$ cat src/rtl/alu_share_arbiter.sv
// alu_share_arbiter
//   Shares one registered ALU (ADD, SUB, MOV_A, MOV_B with NZCV flags)
//   between two requesters using a round-robin req/ack handshake.
//   A grant in IDLE latches the winner's operands and pulses its ack.
//   The following cycle (EXEC) registers the result and flags and pulses
//   the owner's rsp_valid.
//
// Ports
//   clk, rst_n              clock (rising edge), async active-low reset
//   req0/req1               request, held high until ack
//   op0/op1   [1:0]         00 ADD, 01 SUB, 10 MOV_A, 11 MOV_B
//   a0,b0 / a1,b1 [WIDTH]   operands, stable while req is high
//   ack0/ack1               one-cycle pulse: request accepted
//   rsp_valid0/rsp_valid1   one-cycle pulse: rsp_result/rsp_flags valid
//   rsp_result [WIDTH]      shared result register, held between ops
//   rsp_flags  [3:0]        {N, Z, C, V}, held between ops
//   busy                    high while the FSM is in EXEC
module alu_share_arbiter #(
  parameter int WIDTH = 32
) (
  input  logic             clk,
  input  logic             rst_n,
  input  logic             req0,
  input  logic             req1,
  input  logic [1:0]       op0,
  input  logic [1:0]       op1,
  input  logic [WIDTH-1:0] a0,
  input  logic [WIDTH-1:0] b0,
  input  logic [WIDTH-1:0] a1,
  input  logic [WIDTH-1:0] b1,
  output logic             ack0,
  output logic             ack1,
  output logic             rsp_valid0,
  output logic             rsp_valid1,
  output logic [WIDTH-1:0] rsp_result,
  output logic [3:0]       rsp_flags,
  output logic             busy
);

  typedef enum logic {IDLE, EXEC} state_t;

  state_t             state_q;
  logic               owner_q;
  logic               prio_q;
  logic [1:0]         ack_q;
  logic [1:0]         rsp_valid_q;
  logic               busy_q;
  logic [WIDTH-1:0]   rsp_result_q;
  logic [3:0]         rsp_flags_q;

  logic [1:0]         op_q;
  logic [WIDTH-1:0]   a_q;
  logic [WIDTH-1:0]   b_q;

  logic               grant;
  logic               win;
  logic [1:0]         op_d;
  logic [WIDTH-1:0]   a_d;
  logic [WIDTH-1:0]   b_d;
  logic [WIDTH+3:0]   alu_out;
  logic [WIDTH-1:0]   rsp_result_d;
  logic [3:0]         rsp_flags_d;

  // Returns {N, Z, C, V, result}. op[1] selects a move, op[0] picks
  // subtract (or MOV_B). Subtract is A + ~B + 1, so C = 1 means no borrow.
  function automatic logic [WIDTH+3:0] alu_eval(
    input logic [1:0]       op,
    input logic [WIDTH-1:0] a,
    input logic [WIDTH-1:0] b
  );
    logic [WIDTH:0]   sum;
    logic [WIDTH-1:0] bx;
    logic [WIDTH-1:0] r;
    logic             c;
    logic             v;
    bx  = op[0] ? ~b : b;
    sum = {1'b0, a} + {1'b0, bx} + {{WIDTH{1'b0}}, op[0]};
    if (op[1]) begin
      r = op[0] ? b : a;
      c = 1'b0;
      v = 1'b0;
    end else begin
      r = sum[WIDTH-1:0];
      c = sum[WIDTH];
      // Overflow: operands' signs (B inverted for subtract) agree but the
      // result's sign differs from A.
      v = (a[WIDTH-1] == bx[WIDTH-1]) && (r[WIDTH-1] != a[WIDTH-1]);
    end
    return {r[WIDTH-1], (r == '0), c, v, r};
  endfunction

  // Winner selection: a lone requester wins; on contention prio decides.
  always_comb begin
    grant = req0 | req1;
    win   = (req0 & req1) ? prio_q : req1;
    op_d  = win ? op1 : op0;
    a_d   = win ? a1  : a0;
    b_d   = win ? b1  : b0;
  end

  always_comb begin
    alu_out      = alu_eval(op_q, a_q, b_q);
    rsp_result_d = alu_out[WIDTH-1:0];
    rsp_flags_d  = alu_out[WIDTH+3:WIDTH];
  end

  // Operand latch: only ever read in EXEC after a grant, so no reset.
  always_ff @(posedge clk) begin
    if (state_q == IDLE && grant) begin
      op_q <= op_d;
      a_q  <= a_d;
      b_q  <= b_d;
    end
  end

  always_ff @(posedge clk or negedge rst_n) begin
    if (!rst_n) begin
      state_q      <= IDLE;
      owner_q      <= 1'b0;
      prio_q       <= 1'b0;
      ack_q        <= 2'b00;
      rsp_valid_q  <= 2'b00;
      busy_q       <= 1'b0;
      rsp_result_q <= '0;
      rsp_flags_q  <= 4'b0000;
    end else begin
      ack_q       <= 2'b00;
      rsp_valid_q <= 2'b00;
      case (state_q)
        IDLE: begin
          if (grant) begin
            owner_q <= win;
            ack_q   <= win ? 2'b10 : 2'b01;
            prio_q  <= ~win;
            busy_q  <= 1'b1;
            state_q <= EXEC;
          end
        end
        EXEC: begin
          rsp_result_q <= rsp_result_d;
          rsp_flags_q  <= rsp_flags_d;
          rsp_valid_q  <= owner_q ? 2'b10 : 2'b01;
          busy_q       <= 1'b0;
          state_q      <= IDLE;
        end
        default: begin
          busy_q  <= 1'b0;
          state_q <= IDLE;
        end
      endcase
    end
  end

  assign ack0       = ack_q[0];
  assign ack1       = ack_q[1];
  assign rsp_valid0 = rsp_valid_q[0];
  assign rsp_valid1 = rsp_valid_q[1];
  assign rsp_result = rsp_result_q;
  assign rsp_flags  = rsp_flags_q;
  assign busy       = busy_q;

endmodule
$ cat config.mk
export PLATFORM = sky130hd
export DESIGN_NAME = alu_share_arbiter
export DESIGN_NICKNAME = d
export VERILOG_FILES = /design/src/rtl/alu_share_arbiter.sv
export SDC_FILE = /design/constraint.sdc
export NUM_CORES = 1
export LEC_CHECK = 0
export BUFFER_PORTS_ARGS = -buffer_cell sky130_fd_sc_hd__buf_4
export CORE_ASPECT_RATIO = 0.9
export CORE_MARGIN = 4
export CORE_UTILIZATION = 55
export DETAILED_ROUTE_END_ITERATION = 8
export GPL_TIMING_DRIVEN = 0
export PLACE_DENSITY = 0.8
export SYNTH_ARGS = -nofsm -noshare
export SYNTH_HDL_FRONTEND = slang
export SYNTH_SLANG_ARGS = --single-unit
$ cat constraint.sdc
create_clock -name clk -period 5.78 [get_ports clk]
set_input_delay 0 -clock clk [delete_from_list [all_inputs] [get_ports clk]]
set_output_delay 0 -clock clk [all_outputs]
set_load 0.005 [all_outputs]
# After elaboration in Yosys (flattened, before gate mapping)
# Index checks and enable logic that the tools add are counted.
# word_totals
output_inout_bits,41
elab_cells,43
regBits,110
inputBits,136
# classes
n_mux,18
add_sub_neg,2
n_eq_ne,3
bitwise,5
reduce_logical,4
# op_table
cell,n
2-to-1 mux 32 bit,5
adder 32 x 32 -> 33 bit,1
adder 33 x 1 -> 33 bit,1
logical NOT 32 bit,1
inverter 32 bit,1
2-to-1 mux 2 bit,6
2-to-1 mux 1 bit,5
case mux 1 bit (2 select lines),2
logical AND 1 bit,2
inequality test 2 bit (second input constant),1
inverter 1 bit,2
AND reduction 2 bit,1
AND 1 bit,1
equality test 1 bit,1
inequality test 1 bit,1
OR 1 bit,1

# Depth between registers and ports, before layout
# logic_depth
ltp_word,7
mapped_depth,19
mapped_depth_nobuf,13

# Worst setup path after synthesis
# Ideal clock, no wire load.
# synth_timing
path_type,flip-flop to flip-flop
from,register op_q[0]
to,register rsp_flags_q[2] (netlist: rsp_flags[2])
n_path_buf,6
path_slack_ps,674
path_stages_with_launch,19
required_time_ps,5703
t_arrival_ps,5029
setup_time_ps,77
synth_period_minus_slack_ps,5106
path_cell_list,edfxtp_1 > buf_6 > clkbuf_1 > clkbuf_1 > buf_2 > buf_1 > buf_2 > xor2_1 > ha_1 > nor2b_4 > o21a_1 > or3_1 > a31o_1 > a211o_1 > nor4_2 > nand4_1 > or4_1 > or4b_1 > o21ai_1
# synth_via
elab_chain_cells,5
word_cells_on_any_way,6
cone_classes,2 x add/sub; 3 x mux; 1 x reduce/logical
# synth_lines
element,line,source
start: declaration,51,logic [1:0] op_q;
start signal: assignment,110,op_q <= op_d;
2-to-1 mux 32 bit,76,bx = op[0] ? ~b : b;
adder 32 x 32 -> 33 bit,77,"sum = {1'b0, a} + {1'b0, bx} + {{WIDTH{1'b0}}, op[0]};"
adder 33 x 1 -> 33 bit,77,
2-to-1 mux 32 bit (*),78,if (op[1]) begin
logical NOT 32 bit (*),89,"return {r[WIDTH-1], (r == '0), c, v, r};"
end signal: assignment,141,rsp_flags_q <= rsp_flags_d;
end: declaration,49,logic [3:0] rsp_flags_q;
# Every way passes the cells marked *; elsewhere a longest branch is shown, timed or not.
# A chain may end at the register's enable or synchronous reset.

# Worst setup path in the final report
# Same ends and word-level chain as after synthesis.

==> impl_summary.log <==
INFO  metric status = finished clean
INFO  metric grt_antenna_before_repair = 0
INFO  metric drt-initial-drc-count = approximately 1300
INFO  metric viasPerCell = 6.411
INFO  metric cts_tree = done
INFO  metric synth.top_cells.by_area = sky130_fd_sc_hd__edfxtp_1, sky130_fd_sc_hd__dfrtp_1, sky130_fd_sc_hd__mux2_2
INFO  metric post-route-drc-count = 0
INFO  metric clk_root_buffer_cell = sky130_fd_sc_hd__clkbuf_16
INFO  metric synth_top_area_share = between 20% and 30%
INFO  metric crit_path_max_fanout = 19
INFO  metric cp_data_arrival_time = 5910 ps
INFO  metric synth_area = ~7400 um2
INFO  metric netlist_top_cells_count = sky130_fd_sc_hd__mux2_2, sky130_fd_sc_hd__edfxtp_1, sky130_fd_sc_hd__nor2_1
INFO  metric max_cap_violations = 0
INFO  metric async_reset_ff_share = between 30% and 40%
INFO  metric synth.most_common_cell = sky130_fd_sc_hd__mux2_2
INFO  metric detail_route.first_pass.iterations = 6
INFO  metric reg2reg_setup_slack = around 160 ps
INFO  metric yosysWarnings = 0
INFO  metric drt.antenna.violating_nets = 0
INFO  metric final_setup_tns = 0 ps
INFO  metric power.density = approximately 320 nW/um2
INFO  metric clk_pin_slew = roughly 70 ps
INFO  metric routed_wl = a little under 30000 um
INFO  metric grt_first_pass_wirelength = 44170 um
INFO  metric yosys.cell_types.count = 74
INFO  metric synth_area_leader_cell = sky130_fd_sc_hd__edfxtp_1
INFO  metric synthToLayoutAreaGrowth = 42.74%
INFO  metric die_area = ~15000 um2
INFO  metric period_share = a little over nine tenths
INFO  metric post_synth.cell_area_avg = slightly above 10 um2
INFO  metric critPathKind = flop to flop
INFO  metric cts-htree-levels = 3
INFO  metric tightest_slew = about 1100 ps
INFO  metric synth_nets = around 900
INFO  metric power.static_leakage = roughly 4.5 nW
INFO  metric setup.worst_path.end_class = flop
INFO  metric hold_class = input port to async pin
INFO  metric synth_enable_flop_cells = 66
INFO  metric worst_setup_path_start_kind = flop
INFO  metric rr_worst_depth = 17
INFO  metric route.detailed.wl_per_inst = around 24 um
INFO  metric placed_cell_area = about 9000 um2
INFO  metric grt_overflow = 0
INFO  metric cts_buffers = 9
INFO  metric core.rowCount = 40
INFO  metric sequential_fraction_of_the_synthesis_area = 41.08%
INFO  metric postSynthRegisterBits = between 100 and 150
INFO  metric grt_use_total = between 30% and 40%
INFO  metric die_h = 118.4 um
INFO  metric first_global_vias = ~8100
INFO  metric antenna-diode-count = 0
INFO  metric initial_utilization = 55.92%
INFO  metric grt_start_max_net_pins = 44
INFO  metric place.gp.congestion = 0.9707
INFO  metric worst_clock_skew = a little over 10 ps
INFO  metric routed-via-count = about 7800
INFO  metric floorplan.core_area = ~13000 um2
INFO  metric number_of_placed_i_o_pins = between 150 and 200
INFO  metric slew-limit-headroom = 28.11%
INFO  metric timing.rr.end = rsp_flags[2]
INFO  metric dp_hpwl = about 18000 um
INFO  metric clock.fmax = about 180 MHz
INFO  metric synthesis.instances = 719
INFO  metric slew_viol_final = 0
INFO  metric final-hold-violation-count = 0
INFO  metric cts_sinks = 109
INFO  metric cp_data_required_time = just over 6000 ps
INFO  metric rsz0062_at_grt = false
INFO  metric rr_startpoint = op_q[0]
INFO  metric insertion_delay_to_the_later_sink_of_the_worst_skew_pair = approximately 370 ps
INFO  metric drive_above_1_share = approximately 29%
INFO  metric dominantRegCellSynth = sky130_fd_sc_hd__edfxtp_1
INFO  metric ir_worst_vdd = roughly 0.19 mV
INFO  metric period_needed = 5620 ps
INFO  metric nets = about 1200
INFO  metric buffer_ports.inserted = 176
INFO  metric finalSetupViolations = 0
INFO  metric final_area = about 11000 um2
INFO  metric whs = roughly 170 ps
INFO  metric clock_tree.buffer_depth = 2
INFO  metric fp.dieW = ~130 um
==> kinds of logic (layout without fill, tap and decap cells) <==
kind of cell               after synthesis  count (layout)  share of synthesized area (%)
xor gates and xnor gates                45              45                          5.294
and+or+nand+nor                        186             186                          12.30
DFF                                    109             109                          41.08
AOI/OAI and AO/OA                      183             183                          16.71
adders and majority gates               34              34                          5.815
muxes                                  104             104                          15.43
buffers and inverters                   58             382                          3.378
==> worst max path at each step <==
stage / from / endpoint / slack [ps] / cells after the start
global placement: op_q[0] / rsp_flags[2] / -1060 / 18
global route: op_q[0] / rsp_flags[2] / 8 / 17
finish: op_q[0] / rsp_flags[2] / 160 / 17
CTS: op_q[0] / rsp_flags[2] / 300 / 17
detailed placement: op_q[0] / rsp_flags[2] / -1090 / 19
floorplan: op_q[0] / rsp_flags[2] / 670 / 18
==> final cells by class <==
| type | count | area (um2) |
|---|---|---|
| Buffer | 41 | 191.4 |
| Clock buffer | 12 | 257.7 |
| Inverter | 15 | 56.30 |
| Timing Repair Buffer | 310 | 2673 |
| Multi-Input combinational cell | 552 | 4143 |
| Sequential cell | 109 | 3058 |
| Tap cell | 168 | 210.2 |
| Clock inverter | 4 | 37.54 |
| Fill cell | 764 | 2686 |
==> registers in the layout, summed over array words and instances, names as in the netlist <==
name and cells:
rsp_valid_q 2, op_q 2, rsp_flags 3, rsp_result 32, state_q 1, a_q 32
prio_q 1, ack_q 2, busy 1, owner_q 1, b_q 32
==> repair_timing <==
action / 4_1_cts / 5_1_grt
setup buffers: 0 / 0
setup endpoints to repair: 12 / 1
endpoints found under the hold margin: 109 / 0
hold buffers: 133 / 0
resized for setup: 1 / 1
==> critical path: stages, from the launching register on <==
cell                        delay, ps
sky130_fd_sc_hd__edfxtp_1         370
sky130_fd_sc_hd__buf_6            250
sky130_fd_sc_hd__clkbuf_2         470
sky130_fd_sc_hd__clkbuf_4         450
sky130_fd_sc_hd__buf_2            440
sky130_fd_sc_hd__xor2_1           140
sky130_fd_sc_hd__ha_1             330
sky130_fd_sc_hd__clkbuf_1         400
sky130_fd_sc_hd__nand2_1          230
sky130_fd_sc_hd__o21ai_0          310
sky130_fd_sc_hd__o31ai_1          140
sky130_fd_sc_hd__a31oi_1          310
sky130_fd_sc_hd__a21o_1           230
sky130_fd_sc_hd__xnor2_1          160
sky130_fd_sc_hd__o2111ai_1        130
sky130_fd_sc_hd__or4_1            560
sky130_fd_sc_hd__or4b_1           530
sky130_fd_sc_hd__o21ai_1           80
==> metal layers <==
| metal | routed length (um) | global-route usage [%] | vias to the layer above | share of wire [%] |
|---|---|---|---|---|
| met2 | 13200 | 58.20 | 632 | 46 |
| met4 | 1205 | 15.75 | 0 | 4.2 |
| met5 | 0 | 0 | - | 0 |
| li1 | - | - | 3315 | - |
| met3 | 3160 | 9.806 | 145 | 11 |
| met1 | 11280 | 48.16 | 3672 | 39 |
==> through the flow <==
step | setup slack (ps) | utilization (%) | std cells | power (mW)
after global routing | 7.796 | 79.82 | 1211 | 3.539
after detailed placement | -1092 | 67.63 | 1064 | 2.538
after global placement | -1061 | 67.42 | 1063 | 2.491
final | 160.3 | 79.82 | 1211 | 3.393
after floorplan | 674.2 | - | 719 | 1.993
after CTS | 301.4 | 79.80 | 1211 | 3.260
==> where the power goes <==
group	total (mW)	switching [mW]	internal, mW
clock	0.644	0.318	0.326
sequential	1.11	0.112	0.996
combinational	1.64	0.908	0.733
total	3.39	1.34	2.06
==> cells in the final DEF, fill, tap and decap left out, types with 14 or more instances in the layout <==
| cell | instances |
|---|---|
| sky130_fd_sc_hd__o211ai_1 | 14 |
| sky130_fd_sc_hd__ha_1 | 33 |
| sky130_fd_sc_hd__nor2_1 | 58 |
| sky130_fd_sc_hd__inv_1 | 15 |
| sky130_fd_sc_hd__nand2_1 | 49 |
| sky130_fd_sc_hd__o21ai_0 | 21 |
| sky130_fd_sc_hd__edfxtp_1 | 66 |
| sky130_fd_sc_hd__buf_4 | 180 |
| sky130_fd_sc_hd__mux2i_1 | 20 |
| sky130_fd_sc_hd__dfrtp_1 | 43 |
| sky130_fd_sc_hd__dlygate4sd3_1 | 133 |
| sky130_fd_sc_hd__xor2_1 | 36 |
| sky130_fd_sc_hd__clkbuf_1 | 21 |
| sky130_fd_sc_hd__mux2_2 | 83 |
| sky130_fd_sc_hd__a21oi_1 | 55 |
(Power assumes the default switching activity.)
